**config.mk**
```make
export PLATFORM = sky130hd
export DESIGN_NAME = div_unit
export DESIGN_NICKNAME = d
export VERILOG_FILES = /design/src/rtl/div_pkg.sv /design/src/rtl/div_step.sv /design/src/rtl/div_unit.sv
export SDC_FILE = /design/constraint.sdc
export NUM_CORES = 1
export LEC_CHECK = 0
export ABC_AREA = 1
export ABC_CLOCK_PERIOD_IN_PS = 20400
export CORE_ASPECT_RATIO = 0.7
export CORE_UTILIZATION = 30
export DETAILED_ROUTE_END_ITERATION = 8
export GPL_ROUTABILITY_DRIVEN = 0
export PLACE_DENSITY_LB_ADDON = 0.1
export SETUP_SLACK_MARGIN = 0.02
export SLEW_MARGIN = 10
export SYNTH_ARGS = -nofsm -noshare
export SYNTH_HDL_FRONTEND = slang
export SYNTH_HIERARCHICAL = 1
export SYNTH_SLANG_ARGS = --single-unit
```
**constraint.sdc**
```tcl
create_clock -name clk -period 20.4 [get_ports clk]
set_input_delay 6.12 -clock clk [delete_from_list [all_inputs] [get_ports clk]]
set_output_delay 6.12 -clock clk [all_outputs]
set_load 0.01 [all_outputs]
```
**src/rtl/div_pkg.sv**
```systemverilog
// div_pkg: shared state encoding and sizing for the multicycle divider.
package div_pkg;
  localparam int DIV_WIDTH = 32;
  localparam int DIV_STEPS = 32;
  localparam int DIV_LATENCY = DIV_STEPS + 2;
  typedef enum logic [2:0] {IDLE, RUN, FIX, DONE, ZERO} state_t;
endpackage

```
**src/rtl/div_step.sv**
```systemverilog
// div_step: one restoring-division step on unsigned magnitudes.
module div_step #(
  parameter int WIDTH = 32
) (
  input  logic [WIDTH-1:0] rem_i,
  input  logic [WIDTH-1:0] q_i,
  input  logic [WIDTH-1:0] mag_i,
  output logic [WIDTH-1:0] rem_o,
  output logic [WIDTH-1:0] q_o
);
  logic [WIDTH:0] shifted;
  logic [WIDTH:0] trial;
  always_comb begin
    shifted = {rem_i, q_i[WIDTH-1]};
    trial = shifted - {1'b0, mag_i};
    rem_o = trial[WIDTH] ? shifted[WIDTH-1:0] : trial[WIDTH-1:0];
    q_o = {q_i[WIDTH-2:0], ~trial[WIDTH]};
  end
endmodule

```
**src/rtl/div_unit.sv**
```systemverilog
// div_unit: signed restoring divider, quotient to lo and remainder to hi.
module div_unit
  import div_pkg::*;
#(
  parameter int WIDTH = DIV_WIDTH,
  parameter int STEPS = DIV_STEPS
) (
  input  logic             clk,
  input  logic             reset,
  input  logic             start,
  input  logic [WIDTH-1:0] dividend,
  input  logic [WIDTH-1:0] divisor,
  output logic [WIDTH-1:0] lo,
  output logic [WIDTH-1:0] hi,
  output logic             done,
  output logic             div_zero,
  output logic             busy
);
  localparam int CW = $clog2(STEPS) + 1;
  state_t state_q, state_d;
  logic armed_q, armed_d, sq_q, sq_d, sr_q, sr_d;
  logic done_q, done_d, dz_q, dz_d, busy_q, busy_d;
  logic [CW-1:0] cnt_q, cnt_d;
  logic [WIDTH-1:0] rem_q, rem_d, q_q, q_d, mag_q, mag_d, lo_q, lo_d, hi_q, hi_d;
  logic [WIDTH-1:0] step_rem, step_q;
  div_step #(.WIDTH(WIDTH)) u_step (
    .rem_i(rem_q), .q_i(q_q), .mag_i(mag_q), .rem_o(step_rem), .q_o(step_q)
  );
  always_ff @(posedge clk or posedge reset) begin
    if (reset) begin
      state_q <= IDLE;
      armed_q <= 1'b1;
      cnt_q <= '0;
      rem_q <= '0;
      q_q <= '0;
      mag_q <= '0;
      sq_q <= 1'b0;
      sr_q <= 1'b0;
      lo_q <= '0;
      hi_q <= '0;
      done_q <= 1'b0;
      dz_q <= 1'b0;
      busy_q <= 1'b0;
    end else begin
      state_q <= state_d;
      armed_q <= armed_d;
      cnt_q <= cnt_d;
      rem_q <= rem_d;
      q_q <= q_d;
      mag_q <= mag_d;
      sq_q <= sq_d;
      sr_q <= sr_d;
      lo_q <= lo_d;
      hi_q <= hi_d;
      done_q <= done_d;
      dz_q <= dz_d;
      busy_q <= busy_d;
    end
  end
  always_comb begin
    state_d = state_q;
    armed_d = start ? armed_q : 1'b1;
    cnt_d = cnt_q;
    rem_d = rem_q;
    q_d = q_q;
    mag_d = mag_q;
    sq_d = sq_q;
    sr_d = sr_q;
    lo_d = lo_q;
    hi_d = hi_q;
    done_d = 1'b0;
    dz_d = 1'b0;
    busy_d = busy_q;
    case (state_q)
      IDLE: if (start && armed_q) begin
        armed_d = 1'b0;
        if (divisor == '0) begin
          dz_d = 1'b1;
          state_d = ZERO;
        end else begin
          q_d = dividend[WIDTH-1] ? -dividend : dividend;
          mag_d = divisor[WIDTH-1] ? -divisor : divisor;
          rem_d = '0;
          sq_d = dividend[WIDTH-1] ^ divisor[WIDTH-1];
          sr_d = dividend[WIDTH-1];
          cnt_d = CW'(STEPS);
          busy_d = 1'b1;
          state_d = RUN;
        end
      end
      RUN: begin
        rem_d = step_rem;
        q_d = step_q;
        cnt_d = cnt_q - CW'(1);
        state_d = (cnt_q == CW'(1)) ? FIX : RUN;
      end
      FIX: begin
        lo_d = sq_q ? -q_q : q_q;
        hi_d = sr_q ? -rem_q : rem_q;
        done_d = 1'b1;
        busy_d = 1'b0;
        state_d = DONE;
      end
      default: state_d = IDLE;
    endcase
  end
  assign lo = lo_q;
  assign hi = hi_q;
  assign done = done_q;
  assign div_zero = dz_q;
  assign busy = busy_q;
endmodule

```
==> impl_metrics.yaml, run 1 <==
status:
  status: "finished, final reports clean"
timing:
  setup_ws_ns: 11.68
  rsz0062_at_grt: "false"
  post-route-min-period_ns: 8.72
  fmax_ghz: 0.115
  whs_ns: 0.483
  finalSetupViolCount: 0
  finalHoldViolations: 0
  max_slew_margin_pct: 31.9
  tightest_slew_ns: 1.02
  skew_ns: 0.0108
  finalSetupTns_ns: 0
  finalCritPeriodShare_pct: 42.8
  slew_violations: 0
floorplan:
  rows: 65
  initial_core_util_pct: 30.6
  die-area_mm2: 0.0472
  design.core.area_mm2: 0.0454
  die_h_um: 182
  die_w_um: 259
  io_pins: 134
power:
  p_int_w: 0.00127
  swShare_pct: 53.5
  seqPwrFrac_pct: 24.0
  power.leakage_nw: 8.40
  pwr-share-clk_pct: 13.0
  power_w: 0.00272
  combPwrFrac_pct: 63.0
  ir_worst_vdd_mv: 0.0554
  p_switching_w: 0.00146
  power_density_mw_per_mm2: 169
grt:
  grt_max_degree: 108
  antenna_found_initial: 0
  grt_pass1_vias: 13200
  grt_pass1_wl_um: 78700
  track_usage_pct: 21.7
  gr-total-overflow: 0
setup_path:
  crit_chain: "clkdlybuf4s50_1 -> buf_4 -> inv_1 -> nand3_1 -> nor2_1 -> nand4_4 -> nand2_4 -> buf_4 -> inv_2 -> o21ai_0 -> o21ai_0"
  cpPeakStageDelay_ns: 0.73
  cp.required_ns: 20.70
  startpoint_type: "input pin"
  ff2ff_path_depth: 19
  crit_family: "buffers and inverters"
  worst-path-stages: 11
  crit_fanout: 93
  arrival_ns: 9.02
  cp-end-kind: "register"
  slowest_stage: "buf_4"
  critical_path_class: "input pin to register"
  critical_path_buf_inv_count: 5
cts:
  cts_buffers: 17
  clock_path_buffers: 2
  cts_htree_levels: 4
  cts_resized: 0
  cts-root-buf: "clkbuf_16"
  clkTransAtPathRegs_ns: 0.07
  cts_tree: "built"
  cts_hold_buf: 0
  cts_sinks: 175
  post_cts_buffers: 0
  worstSkewPairLatency_ns: 0.45
yosys:
  synth_common_cells: "870 x nand2_1, 294 x inv_1, 240 x nand3_1"
  synth_warnings: 6
  synth-edff-count: 0
  yosys-top-cells-area: "dfrtp_1 31%, nand2_1 23%, nand3_1 8.6%, inv_1 7.9%, nor2_1 5.2%"
  async_flop_share_pct: 100
  synth_ff_type: "dfrtp_1"
  ys_ff_latch: 175
  synthCells: 2253
  syn_avg_cell_area_um2: 6.17
  synth_top_area_share_pct: 31.3
  synth_fp_nets: 2359
  synth.most_common_cell: "nand2_1"
  ys_types: 43
  synth_area_mm2: 0.0139
  yosysTopAreaCell: "dfrtp_1"
  yosysSeqAreaShare_pct: 31.5
worst_hold_path:
  hp-class: "register to register"
  min_path_cells: 2
route:
  drtAntennaViolNets: 0
  first_pass_iters: 6
  viasPerCell: 4.86
  wire_per_inst_um: 17.2
  first_iter_violations: 1222
  drc: 0
  vias: 14300
  drt_wl_total_um: 50500
placed_design:
  pre_cts_ws_ns: 11.19
  port_buffers: 133
  dp_hpwl_um: 39800
layout:
  final_nets: 2425
  area_growth_pct: 15.7
  drive_gt1_share_pct: 3.52
  insertedDiodeCount: 0
job:
  cap_violations: 0
[area by class of cell]
type	instances	area (µm²)
fill	5039	29300
timing repair buffer	145	1420
clock inverter	7	100
clock buffer	25	515
inverter	299	1130
tap	603	754
multi-input combinational	1681	7790
sequential	175	4380
[cells by family (layout without fill, tap and decap cells)]
group / after synthesis / after routing / synth area share, %
flops: 175 / 175 / 31.5
compound gates: 200 / 200 / 7.79
simple gates: 1394 / 1394 / 41.6
buf+inv: 397 / 476 / 12.5
xor+xnor: 48 / 48 / 3.02
fa+ha+maj: 39 / 39 / 3.56
[stage by stage]
stage	utilization [%]	std cells	area [µm²]
after floorplan	-	2253	13900
after global placement	34.1	2903	15500
after detailed placement	34.1	2903	15500
after CTS	35.5	2935	16100
after global routing	35.5	2935	16100
final	35.5	2935	16100
[per-layer routing]
layer | routed length (µm) | global-route usage (%) | share of wire [%]
met1 | 28700 | 37.0 | 57
met2 | 18100 | 27.3 | 36
met3 | 3110 | 3.29 | 6.2
met4 | 533 | 3.81 | 1.1
met5 | 0 | 0 | 0
[state kept, by name, indices dropped and copies added, names as in the netlist]
name	flops
done	1
cnt_q	6
lo	32
state_q	3
armed_q	1
sr_q	1
q_q	32
div_zero	1
hi	32
busy	1
sq_q	1
rem_q	32
mag_q	32
[path summary, 6_finish.rpt]
path                                  startpoint                     to  slack [ns]
setup / recovery                     divisor[31]       sq_q$_DFFE_PP0P_       11.68
hold / removal             mag_q[17]$_DFFE_PP0P_  mag_q[17]$_DFFE_PP0P_        0.48
setup reg to reg             q_q[31]$_DFFE_PP0P_  rem_q[23]$_DFFE_PP0P_       17.53
hold reg to reg            mag_q[17]$_DFFE_PP0P_  mag_q[17]$_DFFE_PP0P_        0.48
max in group asynchronous                  reset  mag_q[19]$_DFFE_PP0P_       12.53
min in group asynchronous                  reset     lo[31]$_DFFE_PP0N_        6.25
[worst min-delay path, cell delays in order (launching register included)]
cell and delay [ns]:
dfrtp_1 0.34, nand2_1 0.06, nand2_1 0.05
[power groups by stage]
stage | Clock, W | Sequential (W) | Combinational [W]
global route | 0.000375 | 0.000670 | 0.00194
CTS | 0.000362 | 0.000651 | 0.00170
detailed placement | 0 | 0.000656 | 0.00169
floorplan | 0 | 0.000614 | 0.00121
global placement | 0 | 0.000655 | 0.00169
finish | 0.000354 | 0.000653 | 0.00171
[cell usage in the layout, fill, tap and decap left out, drive strengths merged, types with 2 or more instances in the layout]
| cell | n |
|---|---|
| nand2 | 883 |
| inv | 298 |
| nand3 | 240 |
| nor2 | 200 |
| dfrtp | 174 |
| clkdlybuf4s50 | 133 |
| o21ai | 127 |
| xor2 | 45 |
| a21oi | 43 |
| ha | 38 |
| clkbuf | 25 |
| nand4 | 24 |
| nor3 | 20 |
| buf | 12 |
| nand3b | 10 |
| o21bai | 9 |
| or2 | 9 |
| o31ai | 8 |
| and2 | 6 |
| o211ai | 5 |
| o21a | 3 |
| xnor2 | 3 |
| clkinv | 3 |
| clkinvlp | 3 |
| o22a | 2 |
| bufinv | 2 |
No activity file was read; power rests on OpenSTA's default activity.
==> run 2: changes to the inputs <==
--- a/config.mk
+++ b/config.mk
@@ -6,7 +6,7 @@
 export NUM_CORES = 1
 export LEC_CHECK = 0
 export ABC_AREA = 1
-export ABC_CLOCK_PERIOD_IN_PS = 20400
+export ABC_CLOCK_PERIOD_IN_PS = 8350
 export CORE_ASPECT_RATIO = 0.7
 export CORE_UTILIZATION = 30
 export DETAILED_ROUTE_END_ITERATION = 8
==> constraint.sdc (replaced) <==
create_clock -name clk -period 8.35 [get_ports clk]
set_input_delay 2.505 -clock clk [delete_from_list [all_inputs] [get_ports clk]]
set_output_delay 2.505 -clock clk [all_outputs]
set_load 0.01 [all_outputs]
==> run 2 against run 1 <==
Via count decreased by 0.57%; clock skew up 0.0060 ns; first-iteration DRC count decreased by 2.7%; clock-buffer cell count down 1; flip-flop and latch count is the same; register-to-register slack worse by 12 ns; total power grew 140%; combinational power grew 140%; global-route usage grew 0.13 points; core utilization down 0.088 points; critical path depth unchanged.
==> impl_metrics.yaml, run 2 (synthesis results as in run 1) <==
grt:
  grt_pass1_vias: 13200
  gr-total-overflow: 0
  track_usage_pct: 21.8
  antenna_found_initial: 0
  grt_max_degree: 176
  grt_pass1_wl_um: 79000
power:
  p_int_w: 0.00304
  pwr-share-clk_pct: 12.3
  ir_worst_vdd_mv: 0.140
  power.leakage_nw: 8.38
  seqPwrFrac_pct: 24.3
  power_density_mw_per_mm2: 410
  swShare_pct: 53.9
  combPwrFrac_pct: 63.4
  p_switching_w: 0.00355
cts:
  cts_sinks: 175
  clkTransAtPathRegs_ns: 0.07
  worstSkewPairLatency_ns: 0.46
  cts_resized: 0
  post_cts_buffers: 0
  cts_hold_buf: 0
  clock_path_buffers: 2
  cts_buffers: 17
  cts_htree_levels: 4
  cts_tree: "built"
  cts-root-buf: "clkbuf_16"
setup_path:
  regToRegStartpoint: "q_q[31]$_DFFE_PP0P_"
  cp.required_ns: 8.66
  regToRegSetupSlack_ns: 5.48
  cpPeakStageDelay_ns: 0.54
  ff2ff_path_depth: 19
  crit_fanout: 55
  cp-end-kind: "register"
  arrival_ns: 5.42
  crit_chain: "clkdlybuf4s50_1 -> buf_4 -> inv_1 -> nand3_1 -> nor2_1 -> nand4_4 -> nand2_4 -> buf_4 -> inv_2 -> o21ai_0 -> o21ai_0"
  r2r_end: "rem_q[28]$_DFFE_PP0P_"
  critical_path_class: "input pin to register"
  startpoint_type: "input pin"
  slowest_stage: "buf_4"
layout:
  drive_gt1_share_pct: 3.43
  area_growth_pct: 15.4
  final_cell_mix: "869 x nand2_1, 292 x inv_1, 240 x nand3_1"
  final_nets: 2425
  final_common_cell: "nand2_1"
  utilization_pct: 35.4
  insertedDiodeCount: 0
route:
  drc: 0
  vias: 14200
  first_pass_iters: 5
  first_iter_violations: 1189
  drtAntennaViolNets: 0
  viasPerCell: 4.83
  wire_per_inst_um: 17.2
  drt_wl_total_um: 50400
timing:
  finalSetupTns_ns: 0
  skew_ns: 0.0168
  finalSetupViolCount: 0
  max_slew_margin_pct: 21.0
  whs_ns: 0.483
  post-route-min-period_ns: 5.11
  finalHoldViolations: 0
  tightest_slew_ns: 1.18
  slew_violations: 0
  fmax_ghz: 0.196
  finalCritPeriodShare_pct: 61.2
  rsz0062_at_grt: "false"
floorplan:
  die_h_um: 182
  io_pins: 134
  die-area_mm2: 0.0472
  design.core.area_mm2: 0.0454
  initial_core_util_pct: 30.6
  die_w_um: 259
  rows: 65
placed_design:
  dp_hpwl_um: 39500
  port_buffers: 133
worst_hold_path:
  hp-class: "register to register"
  holdCritStartpoint: "lo[26]$_DFFE_PP0N_"
  hold_end: "lo[26]$_DFFE_PP0N_"
  min_path_cells: 2
job:
  cap_violations: 0
status:
  status: "finished, final reports clean"
[run 2: cell types whose count changed in the layout (fill, tap and decap cells not counted)]
cell and delta:
buf_4 -1, clkinvlp_4 -1, buf_12 +1, clkinv_2 +2, clkbuf_1 +2, bufinv_16 -1, clkbuf_8 -3, inv_6 +1
[run 2: metrics by stage]
stage          cells  total power, W  setup WS, ns  area, µm²
6_report        2935         0.00658          3.24      16100
5_1_grt         2935         0.00728          3.00      16100
4_1_cts         2935         0.00658          3.23      16100
3_5_place_dp    2903         0.00574          2.74      15500
3_3_place_gp    2903         0.00572          2.81      15500
2_1_floorplan   2253         0.00447          1.10      13900
[run 2: how the worst max path moves through the flow]
stage	start	to	slack (ns)
after CTS	divisor[31]	sq_q$_DFFE_PP0P_	3.23
after global placement	divisor[31]	sq_q$_DFFE_PP0P_	2.81
after detailed placement	divisor[31]	sq_q$_DFFE_PP0P_	2.74
final	divisor[31]	sq_q$_DFFE_PP0P_	3.24
after floorplan	reset	busy$_DFFE_PP0P_	1.10
after global routing	divisor[31]	sq_q$_DFFE_PP0P_	3.00
[run 2: power groups by stage]
stage          registers, W  clock network [W]  logic (W)
2_1_floorplan       0.00150                  0    0.00297
3_3_place_gp        0.00160                  0    0.00412
3_5_place_dp        0.00161                  0    0.00413
4_1_cts             0.00160           0.000831    0.00416
5_1_grt             0.00165           0.000864    0.00477
6_report            0.00160           0.000807    0.00418
[run 2: metal layers]
layer  vias up  share of wire, %  track usage (%)
li1       7140                 -                -
met1      6622                56             36.5
met2       394                36             27.5
met3        28               6.7             4.53
met4         0               1.1             3.79
met5         -                 0                0
[run 2: final cells by class]
cell class	count	area, µm²
inverters	299	1130
fillers	5044	29300
clock inverters	8	81.3
clock buffers	24	482
multi-input cells	1681	7790
repair buffers	145	1430
flip-flops and latches	175	4380
well taps	603	754
[run 2: critical path: cells and delay by family]
family                 cells  cell delay, ns
AO/OA/AOI/OAI              2            0.23
buffers and inverters      5            1.78
AND/OR/NAND/NOR            4            0.87
==> run 3: changes to the inputs <==
--- a/config.mk
+++ b/config.mk
@@ -6,7 +6,7 @@
 export NUM_CORES = 1
 export LEC_CHECK = 0
 export ABC_AREA = 1
-export ABC_CLOCK_PERIOD_IN_PS = 8350
+export ABC_CLOCK_PERIOD_IN_PS = 5000
 export CORE_ASPECT_RATIO = 0.7
 export CORE_UTILIZATION = 30
 export DETAILED_ROUTE_END_ITERATION = 8
==> constraint.sdc (replaced) <==
create_clock -name clk -period 5 [get_ports clk]
set_input_delay 1.5 -clock clk [delete_from_list [all_inputs] [get_ports clk]]
set_output_delay 1.5 -clock clk [all_outputs]
set_load 0.01 [all_outputs]
==> run 3 against run 2 <==
Via count is 0.78% lower; sequential power is 69% higher; clock-buffer cell count is 5 lower; die area stayed put; sequential share of layout area is 0.10 points lower; wire length is 1.1% lower; cell count is 0.10% higher; flip-flop and latch count stayed put.
==> impl_metrics.yaml, run 3 (synthesis results as in run 1) <==
cts:
  cts_buffers: 17
  cts_tree: "built"
  cts_hold_buf: 0
  cts_sinks: 175
  cts-root-buf: "clkbuf_16"
  cts_resized: 0
  post_cts_buffers: 0
  clkTransAtPathRegs_ns: 0.07
  clock_path_buffers: 2
  worstSkewPairLatency_ns: 0.45
  cts_htree_levels: 4
setup_path:
  cp-end-kind: "register"
  crit_fanout: 61
  startpoint_type: "input pin"
  critical_path_class: "input pin to register"
  cp.required_ns: 5.30
  arrival_ns: 4.03
worst_hold_path:
  hp-class: "register to register"
grt:
  track_usage_pct: 21.4
  grt_pass1_vias: 12800
  grt_max_degree: 74
  gr-total-overflow: 0
  antenna_found_initial: 0
  grt_pass1_wl_um: 77300
layout:
  n_fill_cell: 5049
  insertedDiodeCount: 0
  regArea_mm2: 0.00438
  multi_input_area_mm2: 0.00779
  final_nets: 2428
  final_common_cell: "nand2_1"
  utilization_pct: 35.5
  final_cell_mix: "869 x nand2_1, 292 x inv_1, 240 x nand3_1"
  area_growth_pct: 15.9
  drive_gt1_share_pct: 3.73
floorplan:
  die_w_um: 259
  design.core.area_mm2: 0.0454
  initial_core_util_pct: 30.6
  die_h_um: 182
  io_pins: 134
  rows: 65
  die-area_mm2: 0.0472
timing:
  finalSetupViolCount: 0
  skew_ns: 0.0180
  rsz0062_at_grt: "false"
  max_slew_margin_pct: 51.2
  finalCritPeriodShare_pct: 74.7
  finalHoldViolations: 0
  slew_violations: 0
  post-route-min-period_ns: 3.74
  fmax_ghz: 0.268
  tightest_slew_ns: 0.730
  finalSetupTns_ns: 0
placed_design:
  port_buffers: 133
  dp_hpwl_um: 40000
status:
  status: "finished, final reports clean"
route:
  drtAntennaViolNets: 0
  first_pass_iters: 5
  vias: 14100
  drc: 0
  first_iter_violations: 1188
  viasPerCell: 4.79
  wire_per_inst_um: 17.0
  drt_wl_total_um: 49800
job:
  cap_violations: 0
power:
  power.leakage_nw: 8.41
  ir_worst_vdd_mv: 0.219
  power_density_mw_per_mm2: 685
run 3: changes by cell type in the layout (fill, tap and decap cells not counted), sizes merged:
cell	before	now
clkbuf	24	19
inv	299	304
clkinvlp	2	3
clkinv	5	4
buf	12	15
run 3: through the flow:
step | hold slack (ns) | power, W | cell area (µm²) | instances | worst slack (ns)
floorplan | 0.449 | 0.00746 | 13900 | 2253 | 1.26
global placement | 0.466 | 0.00958 | 15500 | 2906 | 0.841
detailed placement | 0.466 | 0.00960 | 15500 | 2906 | 0.791
CTS | 0.486 | 0.0110 | 16100 | 2938 | 1.27
global route | 0.498 | 0.0121 | 16100 | 2938 | 0.975
finish | 0.483 | 0.0110 | 16100 | 2938 | 1.26
run 3: worst max-delay path, cell delays in order:
cell,delay [ns]
clkdlybuf4s50_1,0.40
inv_1,0.10
ha_1,0.17
nand3_1,0.16
nor2_4,0.27
nand4_4,0.17
nand2_4,0.44
nand2_4,0.48
nand2_1,0.19
o21ai_0,0.11
run 3: power by group:
| part | leakage, nW | internal, W | switching [W] |
|---|---|---|---|
| logic | 5.96 | 0.00233 | 0.00464 |
| registers | 2.17 | 0.00202 | 0.000679 |
| clock network | 0.283 | 0.000723 | 0.000640 |
run 3: area by class of cell:
cell class / count / share of cell area [%]
inverters: 299 / 6.99
multi-input cells: 1681 / 48.4
well taps: 603 / 4.68
flip-flops and latches: 175 / 27.2
repair buffers: 148 / 9.19
clock buffers: 19 / 2.81
clock inverters: 13 / 0.769
run 3: final timing paths:
path | startpoint | endpoint | slack, ns | cells after the start
worst max-delay path | divisor[1] | q_q[9]$_DFFE_PP0P_ | 1.26 | 10
worst min-delay path | mag_q[28]$_DFFE_PP0P_ | mag_q[28]$_DFFE_PP0P_ | 0.48 | 2
worst max register to register | q_q[31]$_DFFE_PP0P_ | rem_q[22]$_DFFE_PP0P_ | 2.17 | 19
worst min register to register | mag_q[28]$_DFFE_PP0P_ | mag_q[28]$_DFFE_PP0P_ | 0.48 | 2
max in group asynchronous | reset | lo[25]$_DFFE_PP0N_ | 2.56 | 3
min in group asynchronous | reset | mag_q[13]$_DFFE_PP0P_ | 1.52 | 2
run 3: routing by layer:
layer  global-route usage [%]  vias to the layer above  wire [µm]
met3                     4.82                       17       3730
met1                     35.9                     6513      27800
met4                     3.08                        0        238
met5                        0                        -          0
met2                     26.9                      386      18000
li1                         -                     7158          -
